**src/rtl/alu_pkg.sv**
```systemverilog
// Shared types for the sequential ALU: opcode encodings, FSM states and a
// constant-width helper used to size the shift-amount field.
package alu_pkg;

  typedef enum logic [3:0] {
    OP_ADD = 4'd0,
    OP_SUB = 4'd1,
    OP_AND = 4'd2,
    OP_OR  = 4'd3,
    OP_XOR = 4'd4,
    OP_NOT = 4'd5,
    OP_SHL = 4'd6,
    OP_SHR = 4'd7,
    OP_MUL = 4'd8
  } op_e;

  typedef enum logic [1:0] {
    S_IDLE = 2'd0,
    S_EXEC = 2'd1,
    S_DONE = 2'd2
  } state_e;

  function automatic int clog2(input int value);
    int r;
    r = 0;
    for (int v = value - 1; v > 0; v = v >> 1) r++;
    return r;
  endfunction

endpackage

```
**src/rtl/alu_comb.sv**
```systemverilog
// Single-cycle ALU slice for the arithmetic and logic opcodes (ADD..NOT),
// producing the result together with its Z/N/C/V flags.
module alu_comb
  import alu_pkg::*;
#(
  parameter int WIDTH = 16
) (
  input  logic [3:0]       op,
  input  logic [WIDTH-1:0] a,
  input  logic [WIDTH-1:0] b,
  output logic [WIDTH-1:0] result,
  output logic             flag_z,
  output logic             flag_n,
  output logic             flag_c,
  output logic             flag_v
);

  logic [WIDTH:0] sum;
  logic [WIDTH:0] diff;

  assign sum  = {1'b0, a} + {1'b0, b};
  assign diff = {1'b0, a} - {1'b0, b};

  always_comb begin
    result = '0;
    flag_c = 1'b0;
    flag_v = 1'b0;
    case (op)
      OP_ADD: begin
        result = sum[WIDTH-1:0];
        flag_c = sum[WIDTH];
        flag_v = (a[WIDTH-1] == b[WIDTH-1]) && (sum[WIDTH-1] != a[WIDTH-1]);
      end
      OP_SUB: begin
        // The extra MSB of the widened difference is set exactly when a < b.
        result = diff[WIDTH-1:0];
        flag_c = diff[WIDTH];
        flag_v = (a[WIDTH-1] != b[WIDTH-1]) && (diff[WIDTH-1] != a[WIDTH-1]);
      end
      OP_AND:  result = a & b;
      OP_OR:   result = a | b;
      OP_XOR:  result = a ^ b;
      OP_NOT:  result = ~a;
      default: result = '0;
    endcase
  end

  assign flag_z = (result == '0);
  assign flag_n = result[WIDTH-1];

endmodule

```
**src/rtl/alu_seq.sv**
```systemverilog
// Registered ALU with valid/ready handshake; shifts and multiply iterate one
// step per cycle, other opcodes complete in a single cycle.
//
//   state  | meaning
//   S_IDLE | ready for a new operation
//   S_EXEC | iterating a shift or shift-add multiply
//   S_DONE | result and flags held until consumed
module alu_seq
  import alu_pkg::*;
#(
  parameter int WIDTH  = 16,
  parameter bit MUL_EN = 1'b1
) (
  input  logic             clk,
  input  logic             rst_n,
  input  logic             in_valid,
  output logic             in_ready,
  input  logic [3:0]       op,
  input  logic [WIDTH-1:0] a,
  input  logic [WIDTH-1:0] b,
  output logic             out_valid,
  input  logic             out_ready,
  output logic [WIDTH-1:0] result,
  output logic             flag_z,
  output logic             flag_n,
  output logic             flag_c,
  output logic             flag_v,
  output logic             busy
);

  localparam int SW = clog2(WIDTH);
  localparam int CW = SW + 1;

  state_e           state;
  logic [WIDTH-1:0] work_hi;
  logic [WIDTH-1:0] work_lo;
  logic [WIDTH-1:0] mcand;
  logic [CW-1:0]    cnt;
  logic             is_mul;
  logic             shl_q;

  logic [WIDTH-1:0] comb_result;
  logic             comb_z, comb_n, comb_c, comb_v;

  alu_comb #(.WIDTH(WIDTH)) u_comb (
    .op     (op),
    .a      (a),
    .b      (b),
    .result (comb_result),
    .flag_z (comb_z),
    .flag_n (comb_n),
    .flag_c (comb_c),
    .flag_v (comb_v)
  );

  logic [SW-1:0]    sh_amt;
  logic             op_legal;
  logic             op_is_shift;
  logic [WIDTH:0]   mul_sum;
  logic [WIDTH-1:0] mul_hi_nxt;
  logic [WIDTH-1:0] mul_lo_nxt;
  logic [WIDTH-1:0] shift_nxt;
  logic             shift_out;
  logic [WIDTH-1:0] exec_val;
  logic             exec_c;

  assign sh_amt      = b[SW-1:0];
  assign op_legal    = (op < 4'd8) || ((op == OP_MUL) && MUL_EN);
  assign op_is_shift = (op == OP_SHL) || (op == OP_SHR);

  // Shift-add step on {hi, lo}: lo starts as the multiplier and fills with
  // product bits from the top as the multiplier drains out of bit 0.
  assign mul_sum    = {1'b0, work_hi} + (work_lo[0] ? {1'b0, mcand} : '0);
  assign mul_hi_nxt = mul_sum[WIDTH:1];
  assign mul_lo_nxt = {mul_sum[0], work_lo[WIDTH-1:1]};

  assign shift_nxt = shl_q ? {work_lo[WIDTH-2:0], 1'b0} : {1'b0, work_lo[WIDTH-1:1]};
  assign shift_out = shl_q ? work_lo[WIDTH-1] : work_lo[0];

  assign exec_val = is_mul ? mul_lo_nxt : shift_nxt;
  assign exec_c   = is_mul ? (|mul_hi_nxt) : shift_out;

  assign in_ready = (state == S_IDLE);

  always_ff @(posedge clk or negedge rst_n) begin
    if (!rst_n) begin
      state     <= S_IDLE;
      result    <= '0;
      flag_z    <= 1'b0;
      flag_n    <= 1'b0;
      flag_c    <= 1'b0;
      flag_v    <= 1'b0;
      out_valid <= 1'b0;
      busy      <= 1'b0;
      work_hi   <= '0;
      work_lo   <= '0;
      mcand     <= '0;
      cnt       <= '0;
      is_mul    <= 1'b0;
      shl_q     <= 1'b0;
    end else begin
      case (state)
        S_IDLE: begin
          if (in_valid) begin
            if (!op_legal) begin
              state     <= S_DONE;
              out_valid <= 1'b1;
              result    <= '0;
              flag_z    <= 1'b0;
              flag_n    <= 1'b0;
              flag_c    <= 1'b0;
              flag_v    <= 1'b0;
            end else if (op == OP_MUL) begin
              state   <= S_EXEC;
              busy    <= 1'b1;
              is_mul  <= 1'b1;
              work_hi <= '0;
              work_lo <= b;
              mcand   <= a;
              cnt     <= CW'(WIDTH);
            end else if (op_is_shift && (sh_amt == '0)) begin
              state     <= S_DONE;
              out_valid <= 1'b1;
              result    <= a;
              flag_z    <= (a == '0);
              flag_n    <= a[WIDTH-1];
              flag_c    <= 1'b0;
              flag_v    <= 1'b0;
            end else if (op_is_shift) begin
              state   <= S_EXEC;
              busy    <= 1'b1;
              is_mul  <= 1'b0;
              shl_q   <= (op == OP_SHL);
              work_lo <= a;
              cnt     <= {1'b0, sh_amt};
            end else begin
              state     <= S_DONE;
              out_valid <= 1'b1;
              result    <= comb_result;
              flag_z    <= comb_z;
              flag_n    <= comb_n;
              flag_c    <= comb_c;
              flag_v    <= comb_v;
            end
          end
        end
        S_EXEC: begin
          if (is_mul) work_hi <= mul_hi_nxt;
          work_lo <= exec_val;
          cnt     <= cnt - 1'b1;
          if (cnt == CW'(1)) begin
            state     <= S_DONE;
            busy      <= 1'b0;
            out_valid <= 1'b1;
            result    <= exec_val;
            flag_z    <= (exec_val == '0);
            flag_n    <= exec_val[WIDTH-1];
            flag_c    <= exec_c;
            flag_v    <= 1'b0;
          end
        end
        S_DONE: begin
          if (out_ready) begin
            state     <= S_IDLE;
            out_valid <= 1'b0;
          end
        end
        default: state <= S_IDLE;
      endcase
    end
  end

endmodule

```
**config.mk**
```make
export PLATFORM = sky130hd
export DESIGN_NAME = alu_seq
export DESIGN_NICKNAME = d
export VERILOG_FILES = /design/src/rtl/alu_pkg.sv /design/src/rtl/alu_comb.sv /design/src/rtl/alu_seq.sv
export SDC_FILE = /design/constraint.sdc
export NUM_CORES = 1
export LEC_CHECK = 0
export ABC_AREA = 1
export CORE_MARGIN = 4
export CORE_UTILIZATION = 55
export DETAILED_ROUTE_END_ITERATION = 8
export PLACE_DENSITY_LB_ADDON = 0.2
export SKIP_CTS_REPAIR_TIMING = 1
export SLEW_MARGIN = 10
export SYNTH_ARGS = -nofsm -noshare
export SYNTH_HDL_FRONTEND = slang
export SYNTH_SLANG_ARGS = --single-unit
```
**constraint.sdc**
```tcl
create_clock -name clk -period 3.1 [get_ports clk]
set_clock_uncertainty 0.2 [all_clocks]
set_input_delay 0.31 -clock clk [delete_from_list [all_inputs] [get_ports clk]]
set_output_delay 0.31 -clock clk [all_outputs]
set_load 0.01 [all_outputs]
```
# Yosys cells after proc, flatten, opt, wreduce, memory -nomap -nowiden
# Index checks and enable logic that the tools add are counted.
dict set report classes {
  n_addsub 4
  magnitude_cmp 1
  n_eq_ne 26
  muxes 85
  bitwise_logic 6
  n_reduce_logical 24
}
# operator n
set ops {}
lappend ops {{16-bit 2-to-1 mux} 18}
lappend ops {{16-bit one-hot mux with 2 select lines} 3}
lappend ops {{16-bit one-hot mux with 6 select lines} 1}
lappend ops {{16-bit logical NOT} 3}
lappend ops {{1-bit 2-to-1 mux} 41}
lappend ops {{16-bit by 16-bit adder with 17-bit output} 2}
lappend ops {{5-bit 2-to-1 mux} 5}
lappend ops {{5-bit AND reduction} 4}
lappend ops {{6-bit AND reduction} 3}
lappend ops {{16-bit by 16-bit subtractor with 17-bit output} 1}
lappend ops {{16-bit AND} 1}
lappend ops {{4-bit by 3-bit equality test with 1-bit output (second input constant)} 4}
lappend ops {{16-bit NOT} 1}
lappend ops {{16-bit OR} 1}
lappend ops {{16-bit OR reduction} 1}
lappend ops {{16-bit bitwise XOR} 1}
lappend ops {{2-bit 2-to-1 mux} 7}
lappend ops {{1-bit one-hot mux with 2 select lines} 7}
lappend ops {{2-bit != test (second input constant)} 5}
lappend ops {{5-bit one-hot mux with 2 select lines} 1}
lappend ops {{4-bit by 2-bit equality test with 1-bit output (second input constant)} 2}
lappend ops {{4-bit logical NOT} 2}
lappend ops {{3-bit != test (second input constant)} 2}
lappend ops {{2-bit one-hot mux with 3 select lines} 1}
lappend ops {{other kinds (21)} 29}
dict set report word_totals {
  regBits 79
  in_bits 40
  output_inout_bits 23
  elab_cells 160
}

# Depth between registers and ports, before layout
# Gate-level depths: netlist of the first run.
dict set report logic_depth {
  depth_word 10
  ltp_mapped 21
  mapped_depth_nobuf 20
}

# Cells and area by module
# Synthesis of the first run repeated with hierarchy kept, for this count alone.
dict set report unflattened {
  cells_unflattened 1338
  area_unflattened_um2 8413.1
}
# module n_inst cells_per_inst area_per_inst_um2 seq_area_each_um2
set modules_own_cells {}
lappend modules_own_cells {alu_seq 1 755 5281.3 1976.9}
lappend modules_own_cells {alu_comb 1 583 3131.8 0.0}

# Worst setup path before layout of the first run
# Ideal clock, no wire load.
dict set report synth_path {
  path_kind {reg2reg}
  startpoint {register work_lo[0]}
  endpoint {register flag_c}
  setup_time_ns 0.121
  arrival_ns 2.564
  t_required_ns 2.779
  setup_slack_ns 0.215
  stages_incl_launch_ff 22
  n_path_buf 2
  period_less_slack_ns 2.885
  cell_sequence {dfrtp_1 -> clkbuf_1 -> clkbuf_1 -> nand2_1 -> inv_1 -> ha_1 -> inv_1 -> fa_1 -> o21ai_1 -> nand2_1 -> nand2_1 -> nand2_1 -> nand2_1 -> nand2_1 -> nand2_1 -> nand2_1 -> nor2_1 -> nand3_1 -> nand2_1 -> nand2_1 -> nand3_1 -> nand2_1}
}
dict set report synth_between {
  elab_chain_len 6
  word_cells_on_any_way 7
  cone_classes {1 x add/sub; 5 x mux; 1 x reduce/logical}
}
# item line
set synth_lines {}
lappend synth_lines {{start, declared} alu_seq.sv:36} ;# logic [WIDTH-1:0] work_lo;
lappend synth_lines {{start signal, assigned} alu_seq.sv:149} ;# work_lo <= exec_val;
lappend synth_lines {{16-bit 2-to-1 mux} alu_seq.sv:73} ;# assign mul_sum = {1'b0, work_hi} + (work_lo[0] ? {1'b0, mcand} : '0);
lappend synth_lines {{16-bit by 16-bit adder with 17-bit output} alu_seq.sv:73}
lappend synth_lines {{16-bit OR reduction} alu_seq.sv:81} ;# assign exec_c = is_mul ? (|mul_hi_nxt) : shift_out;
lappend synth_lines {{1-bit 2-to-1 mux *} alu_seq.sv:81}
lappend synth_lines {{1-bit 2-to-1 mux *} alu_seq.sv:151} ;# if (cnt == CW'(1)) begin
lappend synth_lines {{1-bit one-hot mux with 2 select lines *} alu_seq.sv:102} ;# case (state)
lappend synth_lines {{end signal, assigned} alu_seq.sv:142} ;# flag_c <= comb_c;
lappend synth_lines {{end, declared} alu_seq.sv:26} ;# output logic flag_c,
# Every way passes the cells marked *; elsewhere a longest branch is shown, timed or not. The select of a mux whose other input is x is not followed.
# A chain may end at the register's enable or synchronous reset.

# Final worst setup path of the first run
dict set report layout_path {
  startpoint {input b[0]}
  endpoint {register flag_z}
}
dict set report layout_between {
  elab_chain_len 9
  word_cells_on_any_way 17
  cone_classes {2 x add/sub; 1 x eq/ne; 7 x mux; 3 x bitwise; 4 x reduce/logical}
}
# item line
set layout_lines {}
lappend layout_lines {{start, declared} alu_seq.sv:20} ;# input logic [WIDTH-1:0] b,
lappend layout_lines {{16-bit by 16-bit subtractor with 17-bit output, or another cell as far along} alu_comb.sv:22} ;# assign diff = {1'b0, a} - {1'b0, b};
lappend layout_lines {{16-bit one-hot mux with 6 select lines} alu_comb.sv:28} ;# case (op)
lappend layout_lines {{16-bit logical NOT} alu_comb.sv:48} ;# assign flag_z = (result == '0);
lappend layout_lines {{1-bit 2-to-1 mux} alu_seq.sv:129} ;# end else if (op_is_shift) begin
lappend layout_lines {{1-bit 2-to-1 mux} alu_seq.sv:121} ;# end else if (op_is_shift && (sh_amt == '0)) begin
lappend layout_lines {{1-bit 2-to-1 mux} alu_seq.sv:113} ;# end else if (op == OP_MUL) begin
lappend layout_lines {{1-bit 2-to-1 mux} alu_seq.sv:105} ;# if (!op_legal) begin
lappend layout_lines {{1-bit 2-to-1 mux} alu_seq.sv:104} ;# if (in_valid) begin
lappend layout_lines {{1-bit one-hot mux with 2 select lines} alu_seq.sv:102}
lappend layout_lines {{end signal, assigned} alu_seq.sv:125} ;# flag_z <= (a == '0);
lappend layout_lines {{end signal, assigned} alu_seq.sv:140} ;# flag_z <= comb_z;
lappend layout_lines {{end signal, assigned} alu_seq.sv:156} ;# flag_z <= (exec_val == '0);
lappend layout_lines {{end, declared} alu_seq.sv:24} ;# output logic flag_z,
# Several ways; a longest one is shown, not always the timed one. The select of a mux whose other input is x is not followed.

==> metrics, run 1 <==
Mapped Area 0.00796 mm^2; worst slew pin tran 869 ps; commonest non-fill, non-tap cells in the layout 330 x nand2_1, 210 x inv_1, 144 x nor2_1; clock root cell clkbuf_16; Die Area ~0.016 mm^2; # port buffers 62; r2r setup slk 280 ps; DRC viols 0; Reg clk slew, reported paths roughly 60 ps; worst path cell trace clkdlybuf4s50_1 > ha_1 > inv_1 > fa_1 > inv_1 > nand3_1 > nand3_1 > nand2_1 > nand2_1 > nand2_1 > nand3_1 > nand2_1 > nor2_1 > nand2_1 > nor2_1 > nand4_1 > a21oi_1; clk_lat worst skew about 350 ps; Vias 8860; Crit path max-delay family simple AND/OR/NAND/NOR gates; DRT iter0 DRCs 772; IR Drop Worst-Case VDD 0.448 mV; status completed; Yosys cell types 43; Max-Cap Viols 0; Crit Path Max Fanout 4; R2R cell count 17; Worst Path Arrival 3040 ps; global-route wire length before repair between 40 and 50 mm; layout cells sized above 1 10.7%; htree depth 3; Tcrit/Tclk final 95.8%; setup violators final 0; Logic pwr share between 50 and 60%; R2R Path Start work_lo[0]; synthesized instance count 1276; WP data required between 3000 and 4000 ps; Die H roughly 130 um; placed instance count 1585; final worst slack 129 ps; dpl hpwl 21.6 mm; synth warn 0; post-synthesis mux area share less than 1%; Synth Area in Compound Gates about 17%; Worst Setup Slack post-DPL -146 ps; Antenna Nets Post-Route 0; total global-route track usage 33.0%; total power 6.07 mW; total detailed-routing wirelength ~27 mm; core area 0.0140 mm^2; CTS tree yes; WS Path Type in -> reg; final slew viol count 0; CP Buf/Inv Count 3; Power Density 623 mW/mm^2; Starting Density about 57%; Switch Pwr 2.66 mW; Area Growth Syn to Fin 22.5%; grt ovf 0; cell leakage power approximately 5.2 nW; post-synthesis simple-gate area fraction 31.8%; Hold Vio Cnt, Final 0; crit-path max cell delay 590 ps; area share of the largest cell type after synthesis between 20% and 30%; vias per cell 5.53; Reg power frac a little over a quarter; Fillers between 1k and 1.5k; cell mode on critical path nand2_1; worst relative slew slack 41.9%; Mean Syn Cell Area 6.24 um^2; wire per inst 16.7 um; initial antenna violation count 0; Syn Nets around 1.4k; slowest CP cell clkdlybuf4s50_1; crit end category register; Most used DFF post-synth dfrtp_1; vias in the first global route 8448; Nets between 1.5k and 2k; Synth area leaders dfrtp_1 25%, nand2_1 16%, ha_1 11%; Non-Filler Instances 1602; flop and latch count out of synthesis 78; clock network power share 19.1%; CTS Buffer Depth 2; RSZ-0062 raised after global routing false; largest net degree at the start of global routing 64; worst min-delay path class in -> async; drt pass-1 iters 6; P_int 3.41 mW; ys async rst share 100%; switching fraction of total power 43.9%; antenna diode instance count 0; gpl congestion 1.02; Clock Sinks 78; number of synthesized flops with an enable pin 0; Core Rows 43; I/O pin total 63; post-synthesis sequential area ratio roughly a quarter; XOR/XNOR share of the synthesized area 1.10%; largest area contributor in the netlist dfrtp_1; Fmax 337 MHz; Num CTS Buffers 9; CP Launch Type primary input; largest family of logic cells by synthesized area simple AND/OR/NAND/NOR gates; Die W 128 um; most common library cell in the layout ignoring fill and taps nand2_1; Adder-Cell Fraction of Synth Area 11.6%; Tmin final 2970 ps; reg2reg end flag_c
-- worst max path at each step --
| stage | from | end | slack (ps) | depth (start not counted) |
|---|---|---|---|---|
| finish | b[0] | flag_z | 130 | 17 |
| global placement | b[0] | flag_z | -140 | 17 |
| CTS | b[0] | flag_z | 200 | 17 |
| detailed placement | b[0] | flag_z | -150 | 17 |
| floorplan | work_lo[0] | flag_c | 210 | 21 |
| global route | work_lo[0] | flag_c | 10 | 17 |
-- kinds of logic (layout without fill, tap and decap cells) --
kind of cell / count (synthesis) / in the layout
compound gates: 246 / 246
mux: 1 / 1
simple gates: 606 / 606
buf+inv: 263 / 409
xor+xnor: 10 / 10
flops: 78 / 78
fa+ha+maj: 72 / 72
-- sequential cells by signal (all words and copies together), names as in the netlist --
signal and count:
result 16, is_mul 1, flag_c 1, mcand 16, out_valid 1, work_lo 16
flag_v 1, cnt 5, flag_z 1, busy 1, work_hi 16, state 2
shl_q 1
-- worst reg2reg max path: cells and delay by family (launching register included) --
family	cells	cell delay, ps
AOI/OAI and AO/OA	1	160
xor gates and xnor gates	1	230
DFF	1	430
buffers and inverters	3	350
and+or+nand+nor	11	1020
adders and majority gates	1	320
-- per-layer routing --
layer  vias up  share of wire, %  global-route usage [%]
li1       4386                 -                       -
met3        68               6.2                    3.96
met2       353                49                    57.2
met1      4053                40                    41.6
met5         -                 0                       0
met4         0               4.4                    13.5
-- Yosys cell counts (7+ instances only) --
library cell,count
nand3_1,83
buf_2,13
inv_1,210
ha_1,69
o21ai_0,104
o22ai_1,42
nor3_1,7
a21oi_1,62
nand4_1,17
clkbuf_1,17
dfrtp_1,78
nand2_1,330
buf_4,11
a31oi_1,13
nor2_1,144
-- power by group through the flow --
stage / clock network [mW] / registers (mW) / logic, mW
floorplan: 0 / 1.65 / 2.09
global placement: 0 / 1.67 / 3.14
detailed placement: 0 / 1.67 / 3.18
CTS: 1.17 / 1.66 / 3.22
global route: 1.22 / 1.71 / 3.63
finish: 1.16 / 1.66 / 3.25
-- area by class of cell --
cell class	instances	area, um^2	area share, %
clock inverter	6	93.8	0.962
timing repair buffer	177	1510	15.5
clock buffer	10	229	2.35
sequential	78	1950	20.0
inverter	216	811	8.32
multi-input combinational	935	4930	50.6
tap	180	225	2.31
-- stage by stage --
| stage | hold WS (ps) | utilization (%) | instance area, um^2 | TNS [ps] |
|---|---|---|---|---|
| 6_report | 166 | 69.4 | 9750 | 0 |
| 5_1_grt | 195 | 69.4 | 9750 | 0 |
| 4_1_cts | -380 | 69.3 | 9730 | 0 |
| 3_5_place_dp | -10.5 | 67.0 | 9410 | -323 |
| 3_3_place_gp | -13.8 | 67.0 | 9410 | -314 |
| 2_1_floorplan | -186 | - | 7960 | 0 |
Power figures use the tool's default switching activity.
==> inputs of run 2 (changes only) <==
--- a/config.mk
+++ b/config.mk
@@ -11,6 +11,7 @@
 export DETAILED_ROUTE_END_ITERATION = 8
 export PLACE_DENSITY_LB_ADDON = 0.2
 export SKIP_CTS_REPAIR_TIMING = 1
+export SKIP_LAST_GASP = 1
 export SLEW_MARGIN = 10
 export SYNTH_ARGS = -nofsm -noshare
 export SYNTH_HDL_FRONTEND = slang
==> results of run 2 <==
Final layout, timing and power as in run 1 (identical DEF).
